[config.mk]
export PLATFORM = sky130hd
export DESIGN_NAME = serial_sub
export DESIGN_NICKNAME = d
export VERILOG_FILES = /design/src/rtl/serial_sub.sv
export SDC_FILE = /design/constraint.sdc
export NUM_CORES = 1
export LEC_CHECK = 0
export CAP_MARGIN = 5
export CORE_MARGIN = 2
export CORE_UTILIZATION = 30
export DETAILED_ROUTE_END_ITERATION = 16
export HOLD_SLACK_MARGIN = 0.12
export PLACE_DENSITY = 0.52
export SETUP_SLACK_MARGIN = 0.1
export SYNTH_ARGS = -nofsm -noshare
export SYNTH_HDL_FRONTEND = slang
export SYNTH_SLANG_ARGS = --single-unit
[constraint.sdc]
create_clock -name clk -period 1.4 [get_ports clk]
set_clock_uncertainty 0.1 [all_clocks]
set_input_delay 0.35 -clock clk [delete_from_list [all_inputs] [get_ports clk]]
set_output_delay 0.35 -clock clk [all_outputs]
set_load 0.05 [all_outputs]
[src/rtl/serial_sub.sv]
// Bit-serial two's-complement subtractor (diff = a - b), LSB first, one borrow flip-flop.
// Optional signed-overflow flag output enabled by defining SERIAL_SUB_OVF_EN.
module serial_sub #(
  parameter int WIDTH = 8
) (
  input  logic             clk,
  input  logic             reset,
  input  logic             start,
  input  logic [WIDTH-1:0] a,
  input  logic [WIDTH-1:0] b,
  output logic             busy,
  output logic             done,
  output logic [WIDTH-1:0] diff,
  output logic             bout,
`ifdef SERIAL_SUB_OVF_EN
  output logic             ovf,
`endif
  output logic             zero
);

  localparam int CW = (WIDTH > 1) ? $clog2(WIDTH) : 1;
  localparam logic [CW-1:0] LAST_STEP = CW'(WIDTH - 1);

  typedef enum logic [1:0] {
    IDLE  = 2'd0,
    SHIFT = 2'd1,
    DONE  = 2'd2
  } state_t;

  state_t           state_reg;
  logic [WIDTH-1:0] a_sh_reg;
  logic [WIDTH-1:0] b_sh_reg;
  logic [WIDTH-1:0] res_reg;
  logic             br_reg;
  logic [CW-1:0]    cnt_reg;
`ifdef SERIAL_SUB_OVF_EN
  logic             a_msb_reg;
  logic             b_msb_reg;
`endif

  logic             d_bit;
  logic             br_next;
  logic [WIDTH-1:0] res_next;

  // One full-subtractor cell evaluated on the current LSBs.
  always_comb begin
    d_bit    = a_sh_reg[0] ^ b_sh_reg[0] ^ br_reg;
    br_next  = (~a_sh_reg[0] & b_sh_reg[0]) | (~(a_sh_reg[0] ^ b_sh_reg[0]) & br_reg);
    res_next = {d_bit, res_reg[WIDTH-1:1]};
  end

  always_ff @(posedge clk or posedge reset) begin
    if (reset) begin
      state_reg <= IDLE;
      busy      <= 1'b0;
      done      <= 1'b0;
      diff      <= '0;
      bout      <= 1'b0;
      zero      <= 1'b0;
      a_sh_reg  <= '0;
      b_sh_reg  <= '0;
      res_reg   <= '0;
      br_reg    <= 1'b0;
      cnt_reg   <= '0;
`ifdef SERIAL_SUB_OVF_EN
      ovf       <= 1'b0;
      a_msb_reg <= 1'b0;
      b_msb_reg <= 1'b0;
`endif
    end else begin
      case (state_reg)
        IDLE, DONE: begin
          // DONE accepts a new start directly, giving back-to-back operation.
          done <= 1'b0;
          if (start) begin
            a_sh_reg  <= a;
            b_sh_reg  <= b;
            res_reg   <= '0;
            br_reg    <= 1'b0;
            cnt_reg   <= '0;
`ifdef SERIAL_SUB_OVF_EN
            a_msb_reg <= a[WIDTH-1];
            b_msb_reg <= b[WIDTH-1];
`endif
            busy      <= 1'b1;
            state_reg <= SHIFT;
          end else begin
            busy      <= 1'b0;
            state_reg <= IDLE;
          end
        end
        SHIFT: begin
          a_sh_reg <= a_sh_reg >> 1;
          b_sh_reg <= b_sh_reg >> 1;
          res_reg  <= res_next;
          br_reg   <= br_next;
          cnt_reg  <= cnt_reg + CW'(1);
          if (cnt_reg == LAST_STEP) begin
            // Result registers update only here, so they stay stable during SHIFT.
            diff      <= res_next;
            bout      <= br_next;
            zero      <= (res_next == '0);
`ifdef SERIAL_SUB_OVF_EN
            ovf       <= (a_msb_reg != b_msb_reg) && (res_next[WIDTH-1] != a_msb_reg);
`endif
            busy      <= 1'b0;
            done      <= 1'b1;
            state_reg <= DONE;
          end
        end
        default: begin
          busy      <= 1'b0;
          done      <= 1'b0;
          state_reg <= IDLE;
        end
      endcase
    end
  end

endmodule

# Word level (Yosys, flattened, before mapping)
# Cells that the tools add are included.
[classes] n_addsub=1 n_eq_ne=5 n_mux=18 bitwise_logic=7 reduce_logical=6
[op_table] operator="$pmux W8 S2" count=3
[op_table] operator="$mux W8" count=3
[op_table] operator="$logic_not A8 Y1" count=1
[op_table] operator="$mux W1" count=6
[op_table] operator="$pmux W3 S2" count=1
[op_table] operator="$ne A2 B2 Y1 const B" count=2
[op_table] operator="$pmux W1 S2" count=2
[op_table] operator="$pmux W2 S2" count=1
[op_table] operator="$reduce_and A2 Y1" count=2
[op_table] operator="$add A3 B1 Y3 const B" count=1
[op_table] operator="$eq A3 B3 Y1 const B" count=1
[op_table] operator="$mux W3" count=1
[op_table] operator="$and A1 B1 Y1" count=2
[op_table] operator="$eq A2 B1 Y1 const B" count=1
[op_table] operator="$eq A2 B2 Y1 const B" count=1
[op_table] operator="$logic_not A2 Y1" count=1
[op_table] operator="$mux W2" count=1
[op_table] operator="$not A1 Y1" count=2
[op_table] operator="$reduce_bool A2 Y1" count=1
[op_table] operator="$reduce_or A2 Y1" count=1
[op_table] operator="$xor A1 B1 Y1" count=2
[op_table] operator="$or A1 B1 Y1" count=1
[word_totals] ff_bits=42 input_bits=19 word_cells=48

# Depth between registers and ports, before layout
# Gate-level depths: netlist of run 1.
[depth] ltp_word=5 depth_mapped=6

# Worst setup path before layout of run 1
# Ideal clock, no wire load.
[synth_timing] path_kind="flip-flop to flip-flop" from="register cnt_reg[0]" to="register diff[0]" setup_ns=0.125 arrival_time_ns=1.347 required_time_ns=1.175 setup_slack_ns=-0.172 path_stages_with_launch=6 path_buffers=1 period_less_slack_ns=1.572 cell_sequence="dfrtp_1 > ha_1 > ha_1 > nand3b_2 > buf_6 > mux2_4"
[synth_via] elab_chain_cells=2
[synth_lines] element="start: declaration" line="35" source="logic [CW-1:0] cnt_reg;"
[synth_lines] element="start signal: assignment" line="97" source="cnt_reg <= cnt_reg + CW'(1);"
[synth_lines] element="$eq A3 B3 Y1" line="98" source="if (cnt_reg == LAST_STEP) begin"
[synth_lines] element="$reduce_and A2 Y1 (no line)"
[synth_lines] element="end signal: assignment" line="100" source="diff <= res_next;"
[synth_lines] element="end: declaration" line="13" source="output logic [WIDTH-1:0] diff,"
# No other way between the ends.
# A chain may end at the register's enable or synchronous reset.

# Worst setup path after layout of run 1
[layout_timing] from="register br_reg" to="register diff[7]"
[layout_via] elab_chain_cells=1
[layout_lines] element="start: declaration" line="34" source="logic br_reg;"
[layout_lines] element="start signal: assignment" line="96" source="br_reg <= br_next;"
[layout_lines] element="$xor A1 B1 Y1" line="47" source="d_bit = a_sh_reg[0] ^ b_sh_reg[0] ^ br_reg;"
[layout_lines] element="named net d_bit" line="41" source="logic d_bit;"
# The timed path passes the listed nets, and every way through them passes these cells.

==> results of run 1 <==
==> how the worst max path moves through the flow <==
stage | cells after the start | slack [ns] | endpoint
after floorplan | 5 | -0.06 | diff[0]
after global placement | 4 | -0.27 | res_reg[1]
after detailed placement | 5 | -0.31 | b_sh_reg[6]
after CTS | 5 | -0.14 | zero
after global routing | 5 | -0.20 | zero
final | 4 | -0.13 | diff[7]
==> metal layers <==
metal,vias up,track usage [%],share of wire (%)
li1,607,-,-
met1,634,15.6,46
met2,35,20.0,47
met3,7,3.30,4.8
met4,0,5.17,1.7
met5,-,0,0
==> logic make-up (layout without fill, tap and decap cells) <==
kind of cell,Yosys count,in the layout,synth area share (%)
simple gates,38,39,12.0
fa+ha+maj,3,3,2.67
buf+inv,15,74,6.00
mux,8,8,6.44
compound gates,32,32,13.6
flops,40,40,59.3
==> cells in the mapped netlist (all sizes together) <==
cell type / count / area share, %
a21oi: 1 / 0.30
a22o: 11 / 5.7
and2b: 1 / 0.59
buf: 10 / 4.9
dfrtp: 40 / 59
fa: 1 / 1.2
ha: 2 / 1.5
inv: 5 / 1.1
mux2: 8 / 6.4
nand2: 3 / 0.67
nand2b: 2 / 0.74
nand3: 1 / 0.30
nand3b: 1 / 0.67
nor2: 14 / 4.1
nor2b: 1 / 0.37
nor3: 13 / 3.9
nor4: 2 / 0.74
o21ai: 4 / 1.2
o22ai: 14 / 5.2
o2bb2ai: 1 / 0.52
o31ai: 1 / 0.74
==> area by class of cell <==
cell class	count	area (µm²)	area share (%)
Sequential cell	40	1000	37.5
Multi-Input combinational cell	82	723	27.1
Timing Repair Buffer	61	707	26.5
Clock buffer	7	96.3	3.61
Tap cell	72	90.1	3.37
Clock inverter	1	30.0	1.12
Inverter	5	22.5	0.843
==> timing repair <==
action	CTS	global route
endpoints found under the hold margin	0	0
cloned	1	0
pin swaps	5	4
buffers inserted	10	8
setup endpoints to repair	49	51
resized for setup	6	4
==> tightest hold or removal path: stages <==
cell and delay [ns]:
clkdlybuf4s50_1 0.44, clkinvlp_4 0.10, buf_12 0.22
==> through the flow <==
stage,setup slack [ns],setup TNS (ns)
after global placement,-0.274,-7.41
final,-0.135,-1.15
after global routing,-0.197,-3.32
after CTS,-0.144,-0.711
after detailed placement,-0.312,-7.64
after floorplan,-0.0634,-0.487
==> cells in the final DEF, fill, tap and decap left out, drive strengths merged, types with 2 or more instances in the layout <==
master,instances
nand3b,2
mux2,8
o21ai,4
dfrtp,40
nor3,13
ha,2
nand2b,2
nor4,2
buf,43
inv,4
nand2,3
clkdlybuf4s50,18
nor2,14
a22o,11
o22ai,14
clkbuf,7
==> power groups by stage <==
| stage | combinational [W] | sequential, W | clock, W |
|---|---|---|---|
| floorplan | 0.00169 | 0.00254 | 0 |
| global placement | 0.00314 | 0.00217 | 0 |
| detailed placement | 0.00320 | 0.00218 | 0 |
| CTS | 0.00350 | 0.00218 | 0.00103 |
| global route | 0.00396 | 0.00226 | 0.00108 |
| finish | 0.00365 | 0.00220 | 0.00102 |
==> results.md, run 1 <==
* Comb power frac at 53.2%
* Critical Path Fanout Max at 2
* Die Y at 79.0 µm
* Fin crit share at 110%
* FP Rows at 27
* Drt wl/cell at 13.5 µm
* Cells after synthesis at 136
* CTS buffer count at 5
* Run status: finished, violations left
* Drt via density at 4.79
* Starting density of the core at 30.9%
* Unrepaired setup endpoints after global routing: yes
* First-pass GRT wire length at 6010 µm
* Hold slack at 0.341 ns
* Slowest library cell on the worst path: fa_1
* Total power at 0.00687 W
* Arr. time, crit path at 1.62 ns
* Slew of the pin with the lowest slew margin at 0.387 ns
* Core ar. at 5470 µm²
* Number of inserted diodes at 0
* Top delay family on crit path: adder cells
* Drt first pass iters at 4
* FF-to-FF Start: br_reg
* CTS sink cnt at 40
* CP startpoint: br_reg
* Max Clk Rate at 651 MHz
* Hold Fails Final Rpt at 0
* WL final at 3610 µm
* Avg Inst Size Synth at 12.4 µm²
* CTS tree: done
* Final #Nets at 217
* Slew Viols, Final at 0
* Layout cells sized above 1 at 43.4%
* Max Cap Viol at 0
* Startpoint types: register
* Yosys warnings at 0
* P_int at 0.00435 W
* Yosys reg bits at 40
* Lkg Pwr at 1.21 nW
* Post-Syn Area at 1690 µm²
* PortBufs at 30
* IO Pins at 31
* Chip Width at 79.0 µm
* Post-detailed-route count of antenna-violating nets at 0
* WP buf/inv at 2
* Clock group share of total power at 14.8%
* Final setup margin at -0.135 ns
* RR Endpoint: diff[7]
* Clock buffer depth at 2
* Gr ovfl total at 0
* Sequential power share at 32.0%
* Area after DPL at 2360 µm²
* Skew-Pair Late Insertion Delay at 0.29 ns
* Failing checks: setup timing
* Initial antenna violation count at 0
* Post-layout util at 48.8%
* Non-filler cells, final at 268
* Max stage delay on crit path at 0.51 ns
* Reg2reg path depth at 4
* Peak supply drop at 0.900 mV
* Slew margin rel. at 74.2%
* Tmin final at 1.53 ns
* Largest net degree at the start of global routing at 41
* Hold Buf Count CTS at 0
* Clk slew on worst S/H paths at 0.08 ns
* DR vias at 1,283
* Root Driver: clkbuf_8
* Crit path cell chain: inv_2 -> fa_1 -> buf_6 -> mux2_4
* Sw frac at 36.8%
* Final setup viols at 32
* Placer Congestion at 0.791
* Fill cells at 492
* Die Area at 6250 µm²
* Vias in the first global route at 1,304
* Crit Path Category: register to register
* PD cells at 2570 nW/µm²
* FF-to-FF setup slack at -0.13 ns
* Post-route cell area at 2670 µm²
* # DRC at 0
* CTS H-tree lvls at 2
* Hold Path Class: input port to asynchronous set/reset pin
* Hpwl dp at 2270 µm
* Critical path capture point type: register
* Switching power at 0.00253 W
* Sequential-to-total area share from yosys stat at 59.3%
* Unique cell type count in the Yosys netlist at 25
* Syn_nets at 158
* DR iter-0 viols at 99
* Synthesis-to-layout area growth at 58.1%
* Dpl cells at 241
* GRT Overall Usage at 12.3%
* WP data required at 1.48 ns
(Power assumes the default switching activity.)
==> run 2, diff against run 1 <==
--- a/config.mk
+++ b/config.mk
@@ -7,10 +7,10 @@
 export LEC_CHECK = 0
 export CAP_MARGIN = 5
 export CORE_MARGIN = 2
-export CORE_UTILIZATION = 30
+export CORE_UTILIZATION = 46
 export DETAILED_ROUTE_END_ITERATION = 16
 export HOLD_SLACK_MARGIN = 0.12
-export PLACE_DENSITY = 0.52
+export PLACE_DENSITY = 0.74
 export SETUP_SLACK_MARGIN = 0.1
 export SYNTH_ARGS = -nofsm -noshare
 export SYNTH_HDL_FRONTEND = slang
==> results.md, run 2 (synthesis gave the netlist of run 1 again) <==
* PortBufs at 30 (unchanged)
* Hpwl dp at 2470 µm (+8.8%)
* DR iter-0 viols at 57 (-42%)
* Layout cells sized above 1 at 50.0% (+6.6 points)
* Sw frac at 39.2% (+2.4 points)
* WP data required at 1.48 ns (about the same)
* Placer Congestion at 0.802 (+1.4%)
* Peak supply drop at 1.47 mV (+64%)
* Core ar. at 3610 µm² (-34%)
* Hold Fails Final Rpt at 0 (unchanged)
* P_int at 0.00451 W (+3.8%)
* Largest net degree at the start of global routing at 41 (unchanged)
* Hold Path Class: input port to asynchronous set/reset pin
* Final TNS setup at -0.504 ns (+0.650 ns)
* Critical Path Fanout Max at 2 (unchanged)
* Number of inserted diodes at 0 (unchanged)
* Die Area at 4170 µm² (-33%)
* Die Y at 64.6 µm (-18%)
* DR vias at 1,343 (+4.7%)
* Final setup viols at 11 (-66%)
* Post-detailed-route count of antenna-violating nets at 0 (unchanged)
* Startpoint types: register
* Critical path capture point type: register
* Switching power at 0.00291 W (+15%)
* Max Cap Viol at 0 (unchanged)
* Chip Width at 64.6 µm (-18%)
* Lkg Pwr at 1.25 nW (+2.8%)
* Root Driver: clkbuf_8
* Most frequent cells in the layout: dfrtp_1, buf_4, clkdlybuf4s50_1, buf_12
* Gr ovfl total at 0 (unchanged)
* Crit Path Category: register to register
* CTS sink cnt at 40 (unchanged)
* Comb power frac at 56.8% (+3.6 points)
* Commonest non-fill, non-tap cell in the layout: dfrtp_1
* CTS tree: done
* Vias in the first global route at 1,450 (+11%)
* Post-layout util at 78.1% (+29 points)
* CTS buffer count at 5 (unchanged)
* # DRC at 0 (unchanged)
* Starting density of the core at 46.8% (+16 points)
* Run status: finished, violations left
* Non-filler cells, final at 250 (-6.7%)
* IO Pins at 31 (unchanged)
* Initial antenna violation count at 0 (unchanged)
* Final #Nets at 223 (+2.8%)
* Failing checks: setup timing
* Fin crit share at 108% (-1.3 points)
* PD cells at 2630 nW/µm² (+2.4%)
* Clk slew on worst S/H paths at 0.08 ns (about the same)
* Unrepaired setup endpoints after global routing: yes
* Fill cells at 211 (-57%)
* Clock buffer depth at 2 (unchanged)
* WL final at 4190 µm (+16%)
* Max Clk Rate at 659 MHz (+1.2%)
* Drt wl/cell at 16.8 µm (+24%)
* Hold Buf Count CTS at 0 (unchanged)
* Dpl cells at 218 (-9.5%)
* Final setup margin at -0.116 ns (+0.0186 ns)
* Slew of the pin with the lowest slew margin at 0.255 ns (-0.132 ns)
* Tmin final at 1.52 ns (-0.0186 ns)
* Drt first pass iters at 4 (unchanged)
* Clock group share of total power at 12.4% (-2.4 points)
* Slew Viols, Final at 0 (unchanged)
* Synthesis-to-layout area growth at 66.8%
* GRT Overall Usage at 20.5% (+8.2 points)
* Slew margin rel. at 82.9% (+8.6 points)
* FP Rows at 22 (-19%)
* Arr. time, crit path at 1.60 ns (-0.02 ns)
* Drt via density at 5.37 (+12%)
* Sequential power share at 30.8% (-1.2 points)
* First-pass GRT wire length at 6530 µm (+8.7%)
* CTS H-tree lvls at 2 (unchanged)
* Skew-Pair Late Insertion Delay at 0.29 ns (about the same)
## run 2: cell types whose count changed in the layout (fill, tap and decap cells not counted), moves of 3 or more
| cell | delta |
|---|---|
| nor3_4 | +10 |
| nor3_2 | -7 |
| buf_6 | +5 |
| mux2_2 | +3 |
| mux2_4 | -3 |
| nor3_1 | -3 |
| o22ai_1 | -3 |
| o22ai_2 | +3 |
## run 2: final timing paths
| path | from | slack, ns | depth (start not counted) | end |
|---|---|---|---|---|
| setup / recovery | b_sh_reg[0] | -0.12 | 4 | diff[7] |
| hold / removal | reset | 0.34 | 3 | a_sh_reg[1] |
| setup reg to reg | b_sh_reg[0] | -0.12 | 4 | diff[7] |
| hold reg to reg | b_sh_reg[7] | 0.44 | 1 | b_sh_reg[7] |
| max in group asynchronous | reset | 0.64 | 3 | state_reg[0] |
| min in group clk | b_sh_reg[7] | 0.44 | 1 | b_sh_reg[7] |
## run 2: power by group through the flow
stage	clock [W]	combinational [W]	sequential, W
3_5_place_dp	0	0.00323	0.00220
3_3_place_gp	0	0.00309	0.00216
2_1_floorplan	0	0.00169	0.00254
6_report	0.000922	0.00422	0.00228
5_1_grt	0.000991	0.00450	0.00235
4_1_cts	0.000939	0.00363	0.00219
## run 2: final cells by class
cell class	count	area [µm²]	area share, %
Clock buffer	6	72.6	2.58
Clock inverter	2	35.0	1.24
Inverter	5	22.5	0.799
Multi-Input combinational cell	82	827	29.4
Sequential cell	40	1000	35.6
Tap cell	48	60.1	2.13
Timing Repair Buffer	67	797	28.3
## run 2: metrics by stage
stage	hold slack (ns)	power (W)	area (µm²)	worst slack, ns
CTS	0.362	0.00676	2600	-0.170
global placement	0.391	0.00525	2330	-0.340
finish	0.341	0.00742	2820	-0.116
detailed placement	0.409	0.00543	2330	-0.414
floorplan	0.229	0.00423	1810	-0.0634
global route	0.379	0.00784	2820	-0.156
## run 2: routing by layer
metal	global-route usage, %	share of wire (%)	up-vias
li1	-	-	624
met1	24.0	41	672
met2	37.1	53	39
met3	4.51	4.3	8
met4	6.91	1.4	0
met5	0	0	-
## run 2: repair_timing
action / in CTS / in global routing
setup endpoints to repair: 48 / 47
pin swaps: 9 / 16
buffers inserted: 12 / 10
gates cloned: 2 / 0
resized for setup: 12 / 28
## run 2: critical path: stages (launching register included)
cell     delay, ns
dfrtp_1       0.37
inv_2         0.07
fa_2          0.47
buf_6         0.14
mux2_4        0.26
==> run 3, diff against run 2 <==
--- a/config.mk
+++ b/config.mk
@@ -6,7 +6,6 @@
 export NUM_CORES = 1
 export LEC_CHECK = 0
 export CAP_MARGIN = 5
-export CORE_MARGIN = 2
 export CORE_UTILIZATION = 46
 export DETAILED_ROUTE_END_ITERATION = 16
 export HOLD_SLACK_MARGIN = 0.12
==> results.md, run 3 (synthesis gave the netlist of run 1 again) <==
* Reg2reg path depth at 4 (unchanged)
* Hold Path Class: input port to asynchronous set/reset pin
* Run status: finished, violations left
* Critical Path Fanout Max at 2 (unchanged)
* Number of inserted diodes at 0 (unchanged)
* Final setup viols at 20 (+9)
* WP data required at 1.57 ns (+0.09 ns)
* Hold Fails Final Rpt at 0 (unchanged)
* Placer Congestion at 0.765 (-4.6%)
* Chip Width at 62.6 µm (-3.1%)
* Initial antenna violation count at 0 (unchanged)
* Root Driver: clkbuf_4
* Clk slew on worst S/H paths at 0.13 ns (+0.05 ns)
* Largest net degree at the start of global routing at 25 (-39%)
* Crit Path Category: register to register
* Arr. time, crit path at 1.72 ns (+0.12 ns)
* Fin crit share at 111% (+2.4 points)
* WP buf/inv at 2 (unchanged)
* Slowest library cell on the worst path: fa_1
* Slew of the pin with the lowest slew margin at 0.295 ns (+0.0400 ns)
* FP Rows at 21 (-4.5%)
* IO Pins at 31 (unchanged)
* Lkg Pwr at 1.21 nW (-2.6%)
* DR vias at 1,380 (+2.8%)
* Most frequent cells in the layout: dfrtp_1, clkdlybuf4s50_1, buf_4, buf_12, nor2_1
* First-pass GRT wire length at 7480 µm (+14%)
* Final #Nets at 215 (-3.6%)
* PD cells at 2730 nW/µm² (+3.5%)
* Gr ovfl total at 0 (unchanged)
* Synthesis-to-layout area growth at 63.0%
* Tmin final at 1.55 ns (+0.0334 ns)
* Slew margin rel. at 80.2% (-2.7 points)
* Vias in the first global route at 1,490 (+2.8%)
* Peak supply drop at 1.84 mV (+25%)
* Post-layout util at 80.6% (+2.5 points)
* Final setup margin at -0.150 ns (-0.0334 ns)
* CTS sink cnt at 40 (unchanged)
* M1 GR Usage at 32.8% (+8.9 points)
* Drt wl/cell at 20.4 µm (+22%)
* DR iter-0 viols at 65 (+14%)
* Fill cells at 171 (-19%)
* Clock buffer depth at 2 (unchanged)
* Commonest non-fill, non-tap cell in the layout: dfrtp_1
* Skew-Pair Late Insertion Delay at 0.37 ns (+0.08 ns)
* Max Clk Rate at 645 MHz (-2.2%)
* Crit path cell chain: inv_2 -> fa_1 -> buf_4 -> mux2_4
* GRT Max-Usage Layer: met2
* GRT Overall Usage at 25.8% (+5.3 points)
* Top delay family on crit path: adder cells
* Layout cells sized above 1 at 48.5% (-1.5 points)
* Die Area at 3920 µm² (-6.1%)
* Post-detailed-route count of antenna-violating nets at 0 (unchanged)
* Failing checks: setup timing
* CTS tree: done
* CTS H-tree lvls at 2 (unchanged)
* Met3 usage at 7.48% (+3.0 points)
* Met2 Use GR at 41.3% (+4.2 points)
* Max Cap Viol at 0 (unchanged)
* Unrepaired setup endpoints after global routing: yes
* Starting density of the core at 49.5% (+2.6 points)
* Hold Buf Count CTS at 0 (unchanged)
* Drt via density at 5.75 (+7.0%)
* Hpwl dp at 2700 µm (+9.0%)
* WL final at 4910 µm (+17%)
* Max stage delay on crit path at 0.51 ns (+0.04 ns)
* PortBufs at 30 (unchanged)
* # DRC at 0 (unchanged)
* Critical path capture point type: register
* Startpoint types: register
* WP depth at 4 (unchanged)
* Core ar. at 3420 µm² (-5.3%)
* Slew Viols, Final at 0 (unchanged)
* Drt first pass iters at 4 (unchanged)
* Final TNS setup at -0.944 ns (-0.440 ns)
* Die Y at 62.6 µm (-3.1%)
* CTS buffer count at 5 (unchanged)
[run 3: changes by cell type in the layout (fill, tap and decap cells not counted), sizes merged]
| cell | before | now |
|---|---|---|
| clkdlybuf4s50 | 17 | 18 |
| bufinv | 1 | 3 |
| buf | 49 | 38 |
| clkinv | 1 | 0 |
| nand2b | 2 | 5 |
| clkbuf | 6 | 5 |
| dlygate4sd2 | 1 | 0 |
[run 3: worst paths after layout]
check / slack [ns] / from / endpoint
worst max-delay path: -0.15 / br_reg / diff[7]
worst min-delay path: 0.26 / reset / zero
min in group clk: 0.44 / b_sh_reg[7] / b_sh_reg[7]
worst max register to register: -0.15 / br_reg / diff[7]
worst min register to register: 0.44 / b_sh_reg[7] / b_sh_reg[7]
max in group asynchronous: 0.77 / reset / done
[run 3: layer usage]
metal | wire length [µm] | part of all wire (%) | up-vias
li1 | - | - | 608
met1 | 1980 | 40 | 711
met2 | 2550 | 52 | 47
met3 | 258 | 5.3 | 14
met4 | 114 | 2.3 | 0
met5 | 0 | 0 | -
[run 3: final cells by class]
| cell class | instances | area (µm²) | share of cell area (%) |
|---|---|---|---|
| Clock buffer | 5 | 37.5 | 1.36 |
| Sequential cell | 40 | 1000 | 36.4 |
| Clock inverter | 3 | 90.1 | 3.27 |
| Inverter | 5 | 22.5 | 0.818 |
| Multi-Input combinational cell | 85 | 863 | 31.3 |
| Timing Repair Buffer | 56 | 679 | 24.7 |
| Tap cell | 46 | 57.6 | 2.09 |
[run 3: stage by stage]
step           instance area, µm²  setup WS (ns)  std cells  power, W  hold WS [ns]
3_5_place_dp                 2330         -0.303        218   0.00540         0.395
4_1_cts                      2580         -0.152        235   0.00691         0.265
3_3_place_gp                 2330         -0.231        218   0.00522         0.394
5_1_grt                      2750         -0.195        240   0.00786         0.269
2_1_floorplan                1810        -0.0634        136   0.00423         0.229
6_report                     2750         -0.150        240   0.00751         0.257
[run 3: power breakdown]
group / internal (W) / switching, W / leakage (nW) / total [W]
combinational: 0.00208 / 0.00201 / 0.663 / 0.00409
clock: 0.000735 / 0.000404 / 0.0654 / 0.00114
sequential: 0.00170 / 0.000573 / 0.486 / 0.00227
[run 3: worst register-to-register path, stage by stage, from the launching register on]
cell and delay [ns]:
dfrtp_1 0.38, inv_2 0.04, fa_1 0.51, buf_4 0.16
mux2_4 0.25
[run 3: repair_timing]
| item | 4_1_cts | 5_1_grt |
|---|---|---|
| buffers inserted | 7 | 4 |
| resized for setup | 17 | 29 |
| setup endpoints to repair | 50 | 49 |
| gates cloned | 2 | 2 |
| endpoints found under the hold margin | 0 | 0 |
| pin swaps | 7 | 13 |
